### src/rtl/watch_pkg.sv
// ============================================================================
// Module : watch_pkg
// Brief  : Shared mode/cursor encodings for the watch mode controller.
// Rev    : 1.0  initial release
// ============================================================================
`default_nettype none

package watch_pkg;

    typedef enum logic [1:0] {
        MODE_CLOCK     = 2'd0,
        MODE_SET_TIME  = 2'd1,
        MODE_SET_ALARM = 2'd2
    } mode_e;

    localparam logic [1:0] DIG_H1 = 2'd0;
    localparam logic [1:0] DIG_H0 = 2'd1;
    localparam logic [1:0] DIG_M1 = 2'd2;
    localparam logic [1:0] DIG_M0 = 2'd3;

    // One bundle of strobes toward a setter block.
    typedef struct packed {
        logic start;
        logic next;
        logic up;
    } setter_pulse_t;

    function automatic logic is_set_mode(input mode_e m);
        return (m == MODE_SET_TIME) || (m == MODE_SET_ALARM);
    endfunction

endpackage

`default_nettype wire

### src/rtl/edge_pulse.sv
// ============================================================================
// Module : edge_pulse
// Brief  : Rising-edge detector; history resets high so a held level is no edge.
// Rev    : 1.0  initial release
// ============================================================================
`default_nettype none

module edge_pulse (
    input  logic clk,
    input  logic reset,
    input  logic level_i,
    output logic rise_o
);

    logic prev_q;

    always_ff @(posedge clk or negedge reset) begin
        if (!reset) begin
            prev_q <= 1'b1;
        end else begin
            prev_q <= level_i;
        end
    end

    assign rise_o = level_i & ~prev_q;

endmodule

`default_nettype wire

### src/rtl/watch_mode_ctrl.sv
// ============================================================================
// Module : watch_mode_ctrl
// Brief  : Button-driven CLOCK/SET_TIME/SET_ALARM sequencer with cursor, blink
//          and idle-timeout handling; every output is registered.
// Rev    : 1.0  initial release
// ============================================================================
`default_nettype none

module watch_mode_ctrl
    import watch_pkg::*;
#(
    parameter int BLINK_DIV = 25,
    parameter int TIMEOUT   = 1000
) (
    input  logic       clk,
    input  logic       reset,
    input  logic       btn_mode,
    input  logic       btn_next,
    input  logic       btn_up,
    output logic [1:0] mode,
    output logic       st_start,
    output logic       st_next,
    output logic       st_up,
    output logic       al_start,
    output logic       al_next,
    output logic       al_up,
    output logic [1:0] cursor,
    output logic       blink,
    output logic       tk_hold,
    output logic       commit_time,
    output logic       commit_alarm
);

    localparam int BW = $clog2(BLINK_DIV);
    localparam int TW = $clog2(TIMEOUT);
    localparam logic [BW-1:0] BLINK_LAST = BW'(BLINK_DIV - 1);
    localparam logic [TW-1:0] IDLE_LAST  = TW'(TIMEOUT - 1);

    logic mode_rise;
    logic next_rise;
    logic up_rise;

    edge_pulse u_edge_mode (
        .clk     (clk),
        .reset   (reset),
        .level_i (btn_mode),
        .rise_o  (mode_rise)
    );

    edge_pulse u_edge_next (
        .clk     (clk),
        .reset   (reset),
        .level_i (btn_next),
        .rise_o  (next_rise)
    );

    edge_pulse u_edge_up (
        .clk     (clk),
        .reset   (reset),
        .level_i (btn_up),
        .rise_o  (up_rise)
    );

    mode_e         mode_q,         mode_d;
    logic [1:0]    cursor_q,       cursor_d;
    logic          blink_q,        blink_d;
    logic [BW-1:0] blink_cnt_q,    blink_cnt_d;
    logic [TW-1:0] idle_cnt_q,     idle_cnt_d;
    logic          tk_hold_q,      tk_hold_d;
    setter_pulse_t st_q,           st_d;
    setter_pulse_t al_q,           al_d;
    logic          commit_time_q,  commit_time_d;
    logic          commit_alarm_q, commit_alarm_d;

    logic in_time;
    assign in_time = (mode_q == MODE_SET_TIME);

    always_comb begin
        mode_d         = mode_q;
        cursor_d       = cursor_q;
        blink_d        = blink_q;
        blink_cnt_d    = blink_cnt_q;
        idle_cnt_d     = idle_cnt_q;
        st_d           = '0;
        al_d           = '0;
        commit_time_d  = 1'b0;
        commit_alarm_d = 1'b0;

        if (!is_set_mode(mode_q)) begin
            mode_d      = MODE_CLOCK;
            cursor_d    = DIG_H1;
            blink_d     = 1'b0;
            blink_cnt_d = '0;
            idle_cnt_d  = '0;
            if (mode_rise) begin
                mode_d   = MODE_SET_TIME;
                st_d.start = 1'b1;
                blink_d  = 1'b1;
            end
        end else if (mode_rise) begin
            // Leaving a set mode by the mode button never commits.
            cursor_d    = DIG_H1;
            blink_cnt_d = '0;
            idle_cnt_d  = '0;
            if (in_time) begin
                mode_d     = MODE_SET_ALARM;
                al_d.start = 1'b1;
                blink_d    = 1'b1;
            end else begin
                mode_d  = MODE_CLOCK;
                blink_d = 1'b0;
            end
        end else if (next_rise) begin
            blink_cnt_d = '0;
            idle_cnt_d  = '0;
            blink_d     = 1'b1;
            if (cursor_q != DIG_M0) begin
                cursor_d = cursor_q + 2'd1;
                if (in_time) begin
                    st_d.next = 1'b1;
                end else begin
                    al_d.next = 1'b1;
                end
            end else begin
                if (in_time) begin
                    commit_time_d = 1'b1;
                end else begin
                    commit_alarm_d = 1'b1;
                end
                mode_d   = MODE_CLOCK;
                cursor_d = DIG_H1;
                blink_d  = 1'b0;
            end
        end else if (up_rise) begin
            blink_cnt_d = '0;
            idle_cnt_d  = '0;
            blink_d     = 1'b1;
            if (in_time) begin
                st_d.up = 1'b1;
            end else begin
                al_d.up = 1'b1;
            end
        end else if (idle_cnt_q == IDLE_LAST) begin
            mode_d      = MODE_CLOCK;
            cursor_d    = DIG_H1;
            blink_d     = 1'b0;
            blink_cnt_d = '0;
            idle_cnt_d  = '0;
        end else begin
            idle_cnt_d = idle_cnt_q + TW'(1);
            if (blink_cnt_q == BLINK_LAST) begin
                blink_d     = ~blink_q;
                blink_cnt_d = '0;
            end else begin
                blink_cnt_d = blink_cnt_q + BW'(1);
            end
        end

        tk_hold_d = (mode_d == MODE_SET_TIME);
    end

    always_ff @(posedge clk or negedge reset) begin
        if (!reset) begin
            mode_q         <= MODE_CLOCK;
            cursor_q       <= DIG_H1;
            blink_q        <= 1'b0;
            blink_cnt_q    <= '0;
            idle_cnt_q     <= '0;
            tk_hold_q      <= 1'b0;
            st_q           <= '0;
            al_q           <= '0;
            commit_time_q  <= 1'b0;
            commit_alarm_q <= 1'b0;
        end else begin
            mode_q         <= mode_d;
            cursor_q       <= cursor_d;
            blink_q        <= blink_d;
            blink_cnt_q    <= blink_cnt_d;
            idle_cnt_q     <= idle_cnt_d;
            tk_hold_q      <= tk_hold_d;
            st_q           <= st_d;
            al_q           <= al_d;
            commit_time_q  <= commit_time_d;
            commit_alarm_q <= commit_alarm_d;
        end
    end

    assign mode         = mode_q;
    assign cursor       = cursor_q;
    assign blink        = blink_q;
    assign tk_hold      = tk_hold_q;
    assign st_start     = st_q.start;
    assign st_next      = st_q.next;
    assign st_up        = st_q.up;
    assign al_start     = al_q.start;
    assign al_next      = al_q.next;
    assign al_up        = al_q.up;
    assign commit_time  = commit_time_q;
    assign commit_alarm = commit_alarm_q;

endmodule

`default_nettype wire

### config.mk
export PLATFORM = sky130hd
export DESIGN_NAME = watch_mode_ctrl
export DESIGN_NICKNAME = d
export VERILOG_FILES = /design/src/rtl/watch_pkg.sv /design/src/rtl/edge_pulse.sv /design/src/rtl/watch_mode_ctrl.sv
export SDC_FILE = /design/constraint.sdc
export NUM_CORES = 1
export LEC_CHECK = 0
export BUFFER_PORTS_ARGS = -buffer_cell sky130_fd_sc_hd__buf_2
export CAP_MARGIN = 0
export CORE_MARGIN = 2
export CORE_UTILIZATION = 55
export DETAILED_ROUTE_END_ITERATION = 16
export HOLD_SLACK_MARGIN = 0.05
export PLACE_DENSITY = 0.86
export SETUP_SLACK_MARGIN = 0.4
export SYNTH_ARGS = -nofsm -noshare
export SYNTH_HDL_FRONTEND = slang
export SYNTH_SLANG_ARGS = --single-unit
### constraint.sdc
create_clock -name clk -period 1.8 [get_ports clk]
set_input_delay 0.09 -clock clk [delete_from_list [all_inputs] [get_ports clk]]
set_output_delay 0.09 -clock clk [all_outputs]
set_load 0.005 [all_outputs]
==> results.ini, run 1 <==
[outcome]
status = finished clean

[logic_synthesis]
synthTopCellsByArea = dfrtp_1 (51%), dfstp_2 (5.5%), ha_1 (5.2%)
syn_nets = 144
yosysMostFrequentCell = dfrtp_1
ys_async_sr_fraction_pct = 100
ys_types = 32
ys.flop_type = dfrtp_1
yosysWarnings = 0
synth-seq-area-share_pct = 56.1
syn_area_per_cell_um2 = 10.8
yosys.area.top_type_share_pct = 50.6
syn_inst = 133
synthTopCellsByCount = dfrtp_1 (29), nor2_1 (12), nand2_1 (10)
synth_seq_cells = 32
yosysTopAreaCell = dfrtp_1
syn-cell-area_um2 = 1440
synth_edf_count = 0

[critical_path]
reg2reg_depth = 5
crit_slowest_cell = or3_4
critPathKind = flop to flop
crit_fanout = 5
max_stage_delay_ns = 0.42
cp_cell_sequence = ha_2 -> nand4b_1 -> or3_4 -> o211ai_1 -> o21ai_1
cpLargestDelayFamily = simple AND/OR/NAND/NOR gates
r2r_end = tk_hold$_DFF_PN0_
start_kind = flop
crit-reg2reg-launch = idle_cnt_q[1]$_DFF_PN0_
path_buf_inv = 0
required_ns = 2.02
cp-end-kind = flop
worstPathArrival_ns = 1.92
r2r_setup_slack_ns = 0.10

[power]
ir_worst_vdd_mv = 0.812
cellPowerDensity_nw_per_um2 = 835
leakagePower_nw = 0.831

[timing]
tightest_slew_ns = 0.693
setup_violations = 0
min_period_over_period_pct = 94.3
fin_hold_ws_ns = 0.124
post-route-min-period_ns = 1.70
setup_tns_ns = 0
skew_ns = 0.00738
relSlewSlack_pct = 53.8
fmax_mhz = 589
rsz0062_at_grt = yes
hold_viol = 0
finalMaxSlewViolations = 0

[floorplan]
pin_count = 19
core_area_um2 = 2480
rows = 18
dieWidth_um = 55.1
start_util_pct = 57.9
die_height_um = 55.1
die-area_um2 = 3030

[final_layout]
n_antenna_cell = 0
fin_nets = 176
fin_cells = 196
syn_to_final_growth_pct = 28.1
fin_area_um2 = 1840
drive_above_1_share_pct = 34.3
filler_cell_count = 152

[hold_path]
min_to = commit_alarm$_DFF_PN0_
hold_class = input pin to flop
hp-start = btn_next
worst_hold_path.num_cells = 3

[global_route]
met2_usage_pct = 43.8
grt_util_met3_pct = 7.53
met1_usage_pct = 29.3
antenna_found_initial = 0
overflow = 0
gr-usage-all-layers_pct = 25.5
grt.busiest_layer = met2
grt_max_degree = 33
grt_first_pass_wirelength_mm = 5.29
grt_pass1_vias = 1188

[route]
num_vias = 1169
drtIter0Drc = 30
final_antenna_net_count = 0
drc = 0
wl_per_cell_um = 18.1
routed_wl_mm = 3.55
firstDrtPassIters = 4
vias_per_cell = 5.96

[cts]
htree_levels = 2
path_clk_slew_ns = 0.10
root_buffer = clkbuf_4
clockBufferDepth = 2
clock_latency_ns = 0.34
numCtsBuffers = 5
cts_tree = yes
cts.sinks = 32

[placement]
dpl_cell_area_um2 = 1570
placed_cells = 178
port_buffers = 18
hpwl_mm = 1.88
place.gp.congestion = 0.790

[flow_run]
drv_cap = 0

## how the worst max path moves through the flow
stage | to | depth (start not counted) | slack, ns | start
final | tk_hold$_DFF_PN0_ | 5 | 0.10 | idle_cnt_q[1]$_DFF_PN0_
after global routing | tk_hold$_DFF_PN0_ | 5 | 0.06 | idle_cnt_q[1]$_DFF_PN0_
after CTS | cursor[0]$_DFFE_PN0P_ | 5 | 0.30 | idle_cnt_q[1]$_DFF_PN0_
after detailed placement | blink_cnt_q[3]$_DFF_PN0_ | 5 | 0.18 | idle_cnt_q[0]$_DFF_PN0_
after global placement | tk_hold$_DFF_PN0_ | 5 | 0.25 | idle_cnt_q[0]$_DFF_PN0_
after floorplan | tk_hold$_DFF_PN0_ | 6 | 0.34 | idle_cnt_q[0]$_DFF_PN0_
## cell families after synthesis
logic type	share of synthesized area, %
XOR/XNOR	6.10
flip-flops	56.1
buffers and inverters	3.40
adder cells (fa/ha/maj)	5.23
AO/OA/AOI/OAI	7.06
AND/OR/NAND/NOR	21.4
multiplexers	0.697
## power breakdown
group	leakage, nW	internal, mW	switching, mW
Clock	0.0515	0.369	0.250
Combinational	0.348	0.0622	0.0970
Sequential	0.431	0.742	0.0159
Total	0.831	1.17	0.363
## metal layers
layer	routed length [um]	vias to the layer above
met4	150	0
li1	-	527
met2	1820	47
met3	195	15
met5	0	-
met1	1380	580
## registers in the layout, indices dropped and copies added, names as in the netlist, 2 cells and up
register and count:
blink_cnt_q 5, idle_cnt_q 10, cursor 2, mode 2
## metrics by stage
stage | utilization [%] | worst slack [ns] | power, mW
after floorplan | - | 0.337 | 0.843
after global placement | 63.4 | 0.254 | 0.882
after detailed placement | 63.4 | 0.182 | 0.889
after CTS | 72.3 | 0.298 | 1.52
after global routing | 74.2 | 0.0624 | 1.59
final | 74.2 | 0.103 | 1.54
## worst register-to-register path: cells and delay by family, from the launching register on
| kind | cells | cell delay [ns] |
|---|---|---|
| compound gates | 2 | 0.37 |
| simple gates | 2 | 0.61 |
| fa+ha+maj | 1 | 0.21 |
| flops | 1 | 0.39 |
## timing repair
item | CTS | global route
hold buffers | 4 | 0
endpoints found under the setup margin | 24 | 25
pin swaps | 3 | 9
hold endpoints to repair | 32 | 0
gates resized for setup | 12 | 8
buffers inserted | 4 | 1
cloned | 1 | 0
## cell usage in the layout, fill, tap and decap left out, types with 2 or more instances in the layout
master,count
nor4_1,2
o21ai_0,2
ha_1,3
a211oi_1,2
dfstp_2,3
a21oi_1,2
clkbuf_4,5
dfrtp_1,29
a22oi_1,2
or3_4,2
nand3_1,5
o211ai_1,4
and3_1,3
nor2b_2,2
ha_2,2
xnor2_1,7
or3_1,2
buf_2,18
nand2_1,10
dlygate4sd3_1,4
nor3_1,2
buf_4,5
clkbuf_8,2
xor2_1,3
and3_4,2
nor4_2,4
nor2_1,11
inv_1,7
nor2b_1,2
## layout make-up
type | instances | area [um2] | area share (%)
well taps | 30 | 37.5 | 2.04
clock inverters | 1 | 30.0 | 1.63
repair buffers | 27 | 168 | 9.12
clock buffers | 7 | 65.1 | 3.54
flip-flops and latches | 32 | 805 | 43.8
inverters | 8 | 30.0 | 1.63
multi-input cells | 91 | 703 | 38.3
Power figures use the tool's default switching activity.
==> run 2: changes to the inputs <==
- CORE_UTILIZATION: 55 -> 50
- PLACE_DENSITY: 0.86 -> 0.82
- SYNTH_HIERARCHICAL: unset -> 1
- clock period: 1.8 -> 1.42 ns (I/O delays scaled with it)
==> results.ini, run 2 <==
[outcome]
status = complete, but fails checks
violations = setup timing

[placement]
hpwl_mm = 1.98  ; +5.3%
place.gp.congestion = 0.806  ; +2.0%
port_buffers = 18  ; unchanged
dpl_cell_area_um2 = 1730  ; +10%
placed_cells = 196  ; +10%

[critical_path]
cp_cell_sequence = ha_4 -> or2_2 -> a21oi_2 -> nand3_2 -> o21ai_1
crit_slowest_cell = dfrtp_2
cp-end-kind = flop
critPathKind = flop to flop
cp-startpoint = mode[1]$_DFF_PN0_
crit_fanout = 7  ; +2
crit-reg2reg-launch = mode[1]$_DFF_PN0_
worstPathArrival_ns = 1.72  ; -0.20 ns
path_buf_inv = 0  ; unchanged
max_stage_delay_ns = 0.44  ; +0.02 ns
required_ns = 1.68  ; -0.34 ns
start_kind = flop
cpLargestDelayFamily = flip-flops

[logic_synthesis]
synth_xor_area_share_pct = 6.06  ; -0.042 points
yosysWarnings = 6  ; +6
synthTopCellsByArea = dfrtp_1 (50%), dfstp_2 (5.5%), ha_1 (5.2%)
synthTopCellsByCount = dfrtp_1 (29), nor2_1 (18), nand2_1 (10), nand3_1 (10), o21ai_0 (7)
synth.area.mux_share_pct = 0.693  ; -0.0048 points
syn-cell-area_um2 = 1450  ; +0.70%
yosys.area.top_type_share_pct = 50.2  ; -0.35 points
ys_types = 30  ; -6.3%
synth_seq_cells = 32  ; unchanged
synth_simple_gate_area_share_pct = 25.0  ; +3.6 points
synth_edf_count = 0  ; unchanged
syn_inst = 131  ; -1.5%
synth_top_family_by_area = simple AND/OR/NAND/NOR gates
synth-seq-area-share_pct = 55.7  ; -0.39 points
ys_async_sr_fraction_pct = 100  ; unchanged
yosysMostFrequentCell = dfrtp_1
syn_area_per_cell_um2 = 11.0  ; +2.2%
synthAdderAreaFrac_pct = 5.19  ; -0.036 points
syn_nets = 142  ; -1.4%
ys.flop_type = dfrtp_1
yosysTopAreaCell = dfrtp_1
synth-compound-area-share_pct = 5.54  ; -1.5 points

[power]
cellPowerDensity_nw_per_um2 = 854  ; +2.2%
ir_worst_vdd_mv = 0.794  ; -2.2%
leakagePower_nw = 0.949  ; +14%

[route]
drc = 0  ; unchanged
firstDrtPassIters = 4  ; unchanged
wl_per_cell_um = 13.1  ; -28%
routed_wl_mm = 2.84  ; -20%
num_vias = 1150  ; -1.6%
drtIter0Drc = 22  ; -27%
final_antenna_net_count = 0  ; unchanged
vias_per_cell = 5.30  ; -11%

[floorplan]
dieWidth_um = 57.8  ; +4.9%
pin_count = 19  ; unchanged
die_height_um = 57.8  ; +4.9%
rows = 19  ; +1
start_util_pct = 52.4  ; -5.5 points
core_area_um2 = 2760  ; +11%
die-area_um2 = 3340  ; +10%

[global_route]
grt_pass1_vias = 1159  ; -2.4%
grt_first_pass_wirelength_mm = 4.93  ; -6.8%
gr-usage-all-layers_pct = 19.8  ; -5.7 points
grt_max_degree = 19  ; -42%
antenna_found_initial = 0  ; unchanged
overflow = 0  ; unchanged

[timing]
hold_viol = 0  ; unchanged
post-route-min-period_ns = 1.46  ; -0.234 ns
relSlewSlack_pct = 74.1  ; +20 points
tightest_slew_ns = 0.389  ; -0.304 ns
rsz0062_at_grt = yes
setup_violations = 7  ; +7
setup_tns_ns = -0.148  ; -0.148 ns
fmax_mhz = 684  ; +16%
min_period_over_period_pct = 103  ; +8.7 points
setup_ws_ns = -0.0428  ; -0.146 ns
skew_ns = 0.00710  ; -0.000280 ns
finalMaxSlewViolations = 0  ; unchanged

[final_layout]
fin_util_pct = 72.7  ; -1.5 points
syn_to_final_growth_pct = 38.8
reg_top3 = idle_cnt_q: 10 flops, blink_cnt_q: 5 flops
fin_area_um2 = 2010  ; +9.1%
n_antenna_cell = 0  ; unchanged
fin_cells = 217  ; +11%
largest_register_ffs = 10  ; unchanged
fin_nets = 196  ; +11%
final_common_cell = dfrtp_1
regMostFlops = idle_cnt_q
drive_above_1_share_pct = 43.5  ; +9.2 points
final_cell_mix = dfrtp_1 (28), buf_4 (20), buf_2 (16)

[cts]
clock_latency_ns = 0.32  ; -0.02 ns
htree_levels = 2  ; unchanged
cts.sinks = 32  ; unchanged
cts_tree = yes
clockBufferDepth = 2  ; unchanged
numCtsBuffers = 5  ; unchanged
root_buffer = clkbuf_4
path_clk_slew_ns = 0.09  ; about the same

[flow_run]
drv_cap = 0  ; unchanged

[hold_path]
hold_class = input pin to asynchronous set/reset pin

-- run 2: logic make-up (layout without fill, tap and decap cells) --
group,count (synthesis),after routing
AND/OR/NAND/NOR,62,62
flip-flops,32,32
AO/OA/AOI/OAI,13,13
XOR/XNOR,10,10
buffers and inverters,7,62
adder cells (fa/ha/maj),6,6
multiplexers,1,1
-- run 2: power breakdown --
part | internal, mW | total [mW] | switching, mW
Sequential | 0.941 | 0.959 | 0.0186
Clock | 0.244 | 0.522 | 0.278
Combinational | 0.115 | 0.231 | 0.117
Total | 1.30 | 1.71 | 0.413
-- run 2: worst paths after layout --
kind	to	slack (ns)	depth (start not counted)
setup / recovery	tk_hold$_DFF_PN0_	-0.04	5
hold / removal	blink_cnt_q[3]$_DFF_PN0_	0.19	2
setup reg to reg	tk_hold$_DFF_PN0_	-0.04	5
hold reg to reg	blink_cnt_q[0]$_DFF_PN0_	0.49	1
max in group asynchronous	u_edge_mode/prev_q$_DFF_PN1_	0.68	3
min in group clk	al_start$_DFF_PN0_	0.24	5
-- run 2: repair_timing --
action                                  in CTS  in global routing
pin swaps                                    9                  4
hold buffers                                 4                  0
endpoints found under the setup margin      31                 31
resized for setup                           22                  5
hold endpoints to repair                    33                  0
buffers inserted                             8                  1
-- run 2: routing by layer --
metal	up-vias	GRT usage (%)	part of all wire, %
met5	-	0	0
li1	565	-	-
met3	8	6.92	5.6
met4	0	8.31	2.1
met2	30	33.4	52
met1	547	22.9	40
-- run 2: area by class of cell --
type                    instances  area, um2
flip-flops and latches         32        806
repair buffers                 48        360
fillers                       184        752
inverters                       6       25.0
well taps                      31       38.8
multi-input cells              92        717
clock buffers                   8       58.8
-- run 2: metrics by stage --
step	power, mW	hold slack [ns]	setup slack (ns)
after floorplan	1.07	-0.225	-0.118
after global placement	1.15	0.00601	-0.0421
after detailed placement	1.16	0.0180	-0.121
after CTS	1.73	0.198	-0.0405
after global routing	1.79	0.210	-0.0979
final	1.71	0.189	-0.0428
==> run 3: changes to the inputs <==
- CORE_MARGIN: 2 -> unset
- PLACE_DENSITY: 0.82 -> 0.77
- clock period: 1.42 -> 1.33 ns (I/O delays scaled with it)
==> results.ini, run 3 (synthesis gave the netlist of run 2 again) <==
[cts]
clockBufferDepth = 2  ; unchanged
root_buffer = clkbuf_4
cts.sinks = 32  ; unchanged
htree_levels = 2  ; unchanged
cts_tree = yes
numCtsBuffers = 5  ; unchanged
clock_latency_ns = 0.35  ; +0.03 ns
path_clk_slew_ns = 0.11  ; +0.02 ns

[global_route]
antenna_found_initial = 0  ; unchanged
grt_max_degree = 33  ; +14
grt_first_pass_wirelength_mm = 5.49  ; +11%
overflow = 0  ; unchanged
gr-usage-all-layers_pct = 23.8  ; +4.0 points
grt_pass1_vias = 1142  ; -1.5%

[floorplan]
dieWidth_um = 55.8  ; -3.5%
pin_count = 19  ; unchanged
rows = 19  ; unchanged
core_area_um2 = 2760  ; unchanged
start_util_pct = 52.4  ; unchanged
die_height_um = 55.8  ; -3.5%
die-area_um2 = 3110  ; -6.8%

[final_layout]
syn_to_final_growth_pct = 44.2
regMostFlops = idle_cnt_q
final_cell_mix = dfrtp_1 (28), buf_4 (21), buf_2 (14)
fin_nets = 198  ; +1.0%
largest_register_ffs = 10  ; unchanged
reg_top3 = idle_cnt_q: 10 flops, blink_cnt_q: 5 flops
n_antenna_cell = 0  ; unchanged
drive_above_1_share_pct = 45.7  ; +2.2 points
filler_cell_count = 168  ; -8.7%
fin_area_um2 = 2080  ; +3.9%
fin_util_pct = 75.6  ; +2.9 points
final_common_cell = dfrtp_1

[power]
ir_worst_vdd_mv = 1.01  ; +27%
leakagePower_nw = 0.984  ; +3.7%
cellPowerDensity_nw_per_um2 = 1030  ; +21%
p_total_mw = 2.15  ; +26%

[route]
routed_wl_mm = 3.39  ; +19%
vias_per_cell = 5.38  ; +1.6%
firstDrtPassIters = 4  ; unchanged
num_vias = 1179  ; +2.5%
drtIter0Drc = 57  ; +160%
wl_per_cell_um = 15.5  ; +18%
final_antenna_net_count = 0  ; unchanged
drc = 0  ; unchanged

[flow_run]
drv_cap = 0  ; unchanged

[timing]
fmax_mhz = 632  ; -7.5%
skew_ns = 0.0130  ; +0.00595 ns
relSlewSlack_pct = 73.3  ; -0.73 points
rsz0062_at_grt = yes
tightest_slew_ns = 0.400  ; +0.0110 ns
min_period_over_period_pct = 119  ; +16 points
hold_viol = 0  ; unchanged
setup_tns_ns = -3.09  ; -2.94 ns
post-route-min-period_ns = 1.58  ; +0.119 ns
setup_violations = 25  ; +18
finalMaxSlewViolations = 0  ; unchanged
setup_ws_ns = -0.251  ; -0.209 ns

[hold_path]
hold_class = input pin to flop
worst_hold_path.num_cells = 5
hp-start = btn_mode
min_to = al_start$_DFF_PN0_

[placement]
dpl_cell_area_um2 = 1780  ; +3.0%
place.gp.congestion = 0.814  ; +1.1%
port_buffers = 18  ; unchanged
hpwl_mm = 2.07  ; +4.5%

[critical_path]
crit-reg2reg-launch = mode[1]$_DFF_PN0_
reg2reg_depth = 5  ; unchanged
required_ns = 1.63  ; -0.05 ns
critPathKind = flop to flop
worstPathArrival_ns = 1.88  ; +0.16 ns
cp-end-kind = flop
r2r_end = blink$_DFFE_PN0P_
crit_fanout = 5  ; -2
start_kind = flop
r2r_setup_slack_ns = -0.25  ; -0.21 ns

[outcome]
status = complete, but fails checks
violations = setup timing

run 3: timing repair:
action,4_1_cts,5_1_grt
gates resized for setup,24,10
setup buffers,1,2
setup endpoints to repair,35,40
endpoints found under the hold margin,35,0
hold buffers,4,0
gates cloned,1,0
pin swaps,6,3
run 3: worst max path at each step:
stage / cells after the start / from / endpoint / slack (ns)
floorplan: 5 / mode[1]$_DFF_PN0_ / blink$_DFFE_PN0P_ / -0.21
global placement: 5 / mode[1]$_DFF_PN0_ / blink$_DFFE_PN0P_ / -0.15
detailed placement: 5 / mode[1]$_DFF_PN0_ / blink$_DFFE_PN0P_ / -0.22
CTS: 5 / u_edge_mode/prev_q$_DFF_PN1_ / blink$_DFFE_PN0P_ / -0.16
global route: 6 / u_edge_mode/prev_q$_DFF_PN1_ / blink$_DFFE_PN0P_ / -0.31
finish: 5 / mode[1]$_DFF_PN0_ / blink$_DFFE_PN0P_ / -0.25
run 3: per-layer routing:
metal | up-vias | wire length [um] | global-route usage [%]
met1 | 580 | 1450 | 30.8
met5 | - | 0 | 0
li1 | 566 | - | -
met3 | 9 | 151 | 7.67
met4 | 0 | 67 | 7.50
met2 | 24 | 1720 | 38.0
run 3: metrics by stage:
stage                     std cells  setup slack (ns)  hold slack, ns
after global placement          203            -0.151           0.102
final                           219            -0.251           0.236
after detailed placement        203            -0.220           0.106
after global routing            219            -0.308           0.247
after floorplan                 131            -0.208          -0.229
after CTS                       217            -0.164           0.208
run 3: power breakdown:
| part | internal (mW) | switching [mW] | leakage (nW) |
|---|---|---|---|
| Combinational | 0.142 | 0.145 | 0.503 |
| Clock | 0.499 | 0.341 | 0.0515 |
| Sequential | 1.00 | 0.0192 | 0.429 |
run 3: layout make-up:
cell class                      instances  area, um2  area share [%]
Sequential cell                        32        806            38.7
Multi-Input combinational cell         92        728            34.9
Timing Repair Buffer                   50        392            18.8
Clock buffer                            7       65.1            3.12
Tap cell                               31       38.8            1.86
Clock inverter                          1       30.0            1.44
Inverter                                6       25.0            1.20
run 3: worst max-delay path, stage by stage, from the launching register on:
cell and delay, ns:
dfrtp_2 0.45, ha_4 0.27, a211o_1 0.29, a211oi_1 0.27, a31o_1 0.15, a21o_1 0.10
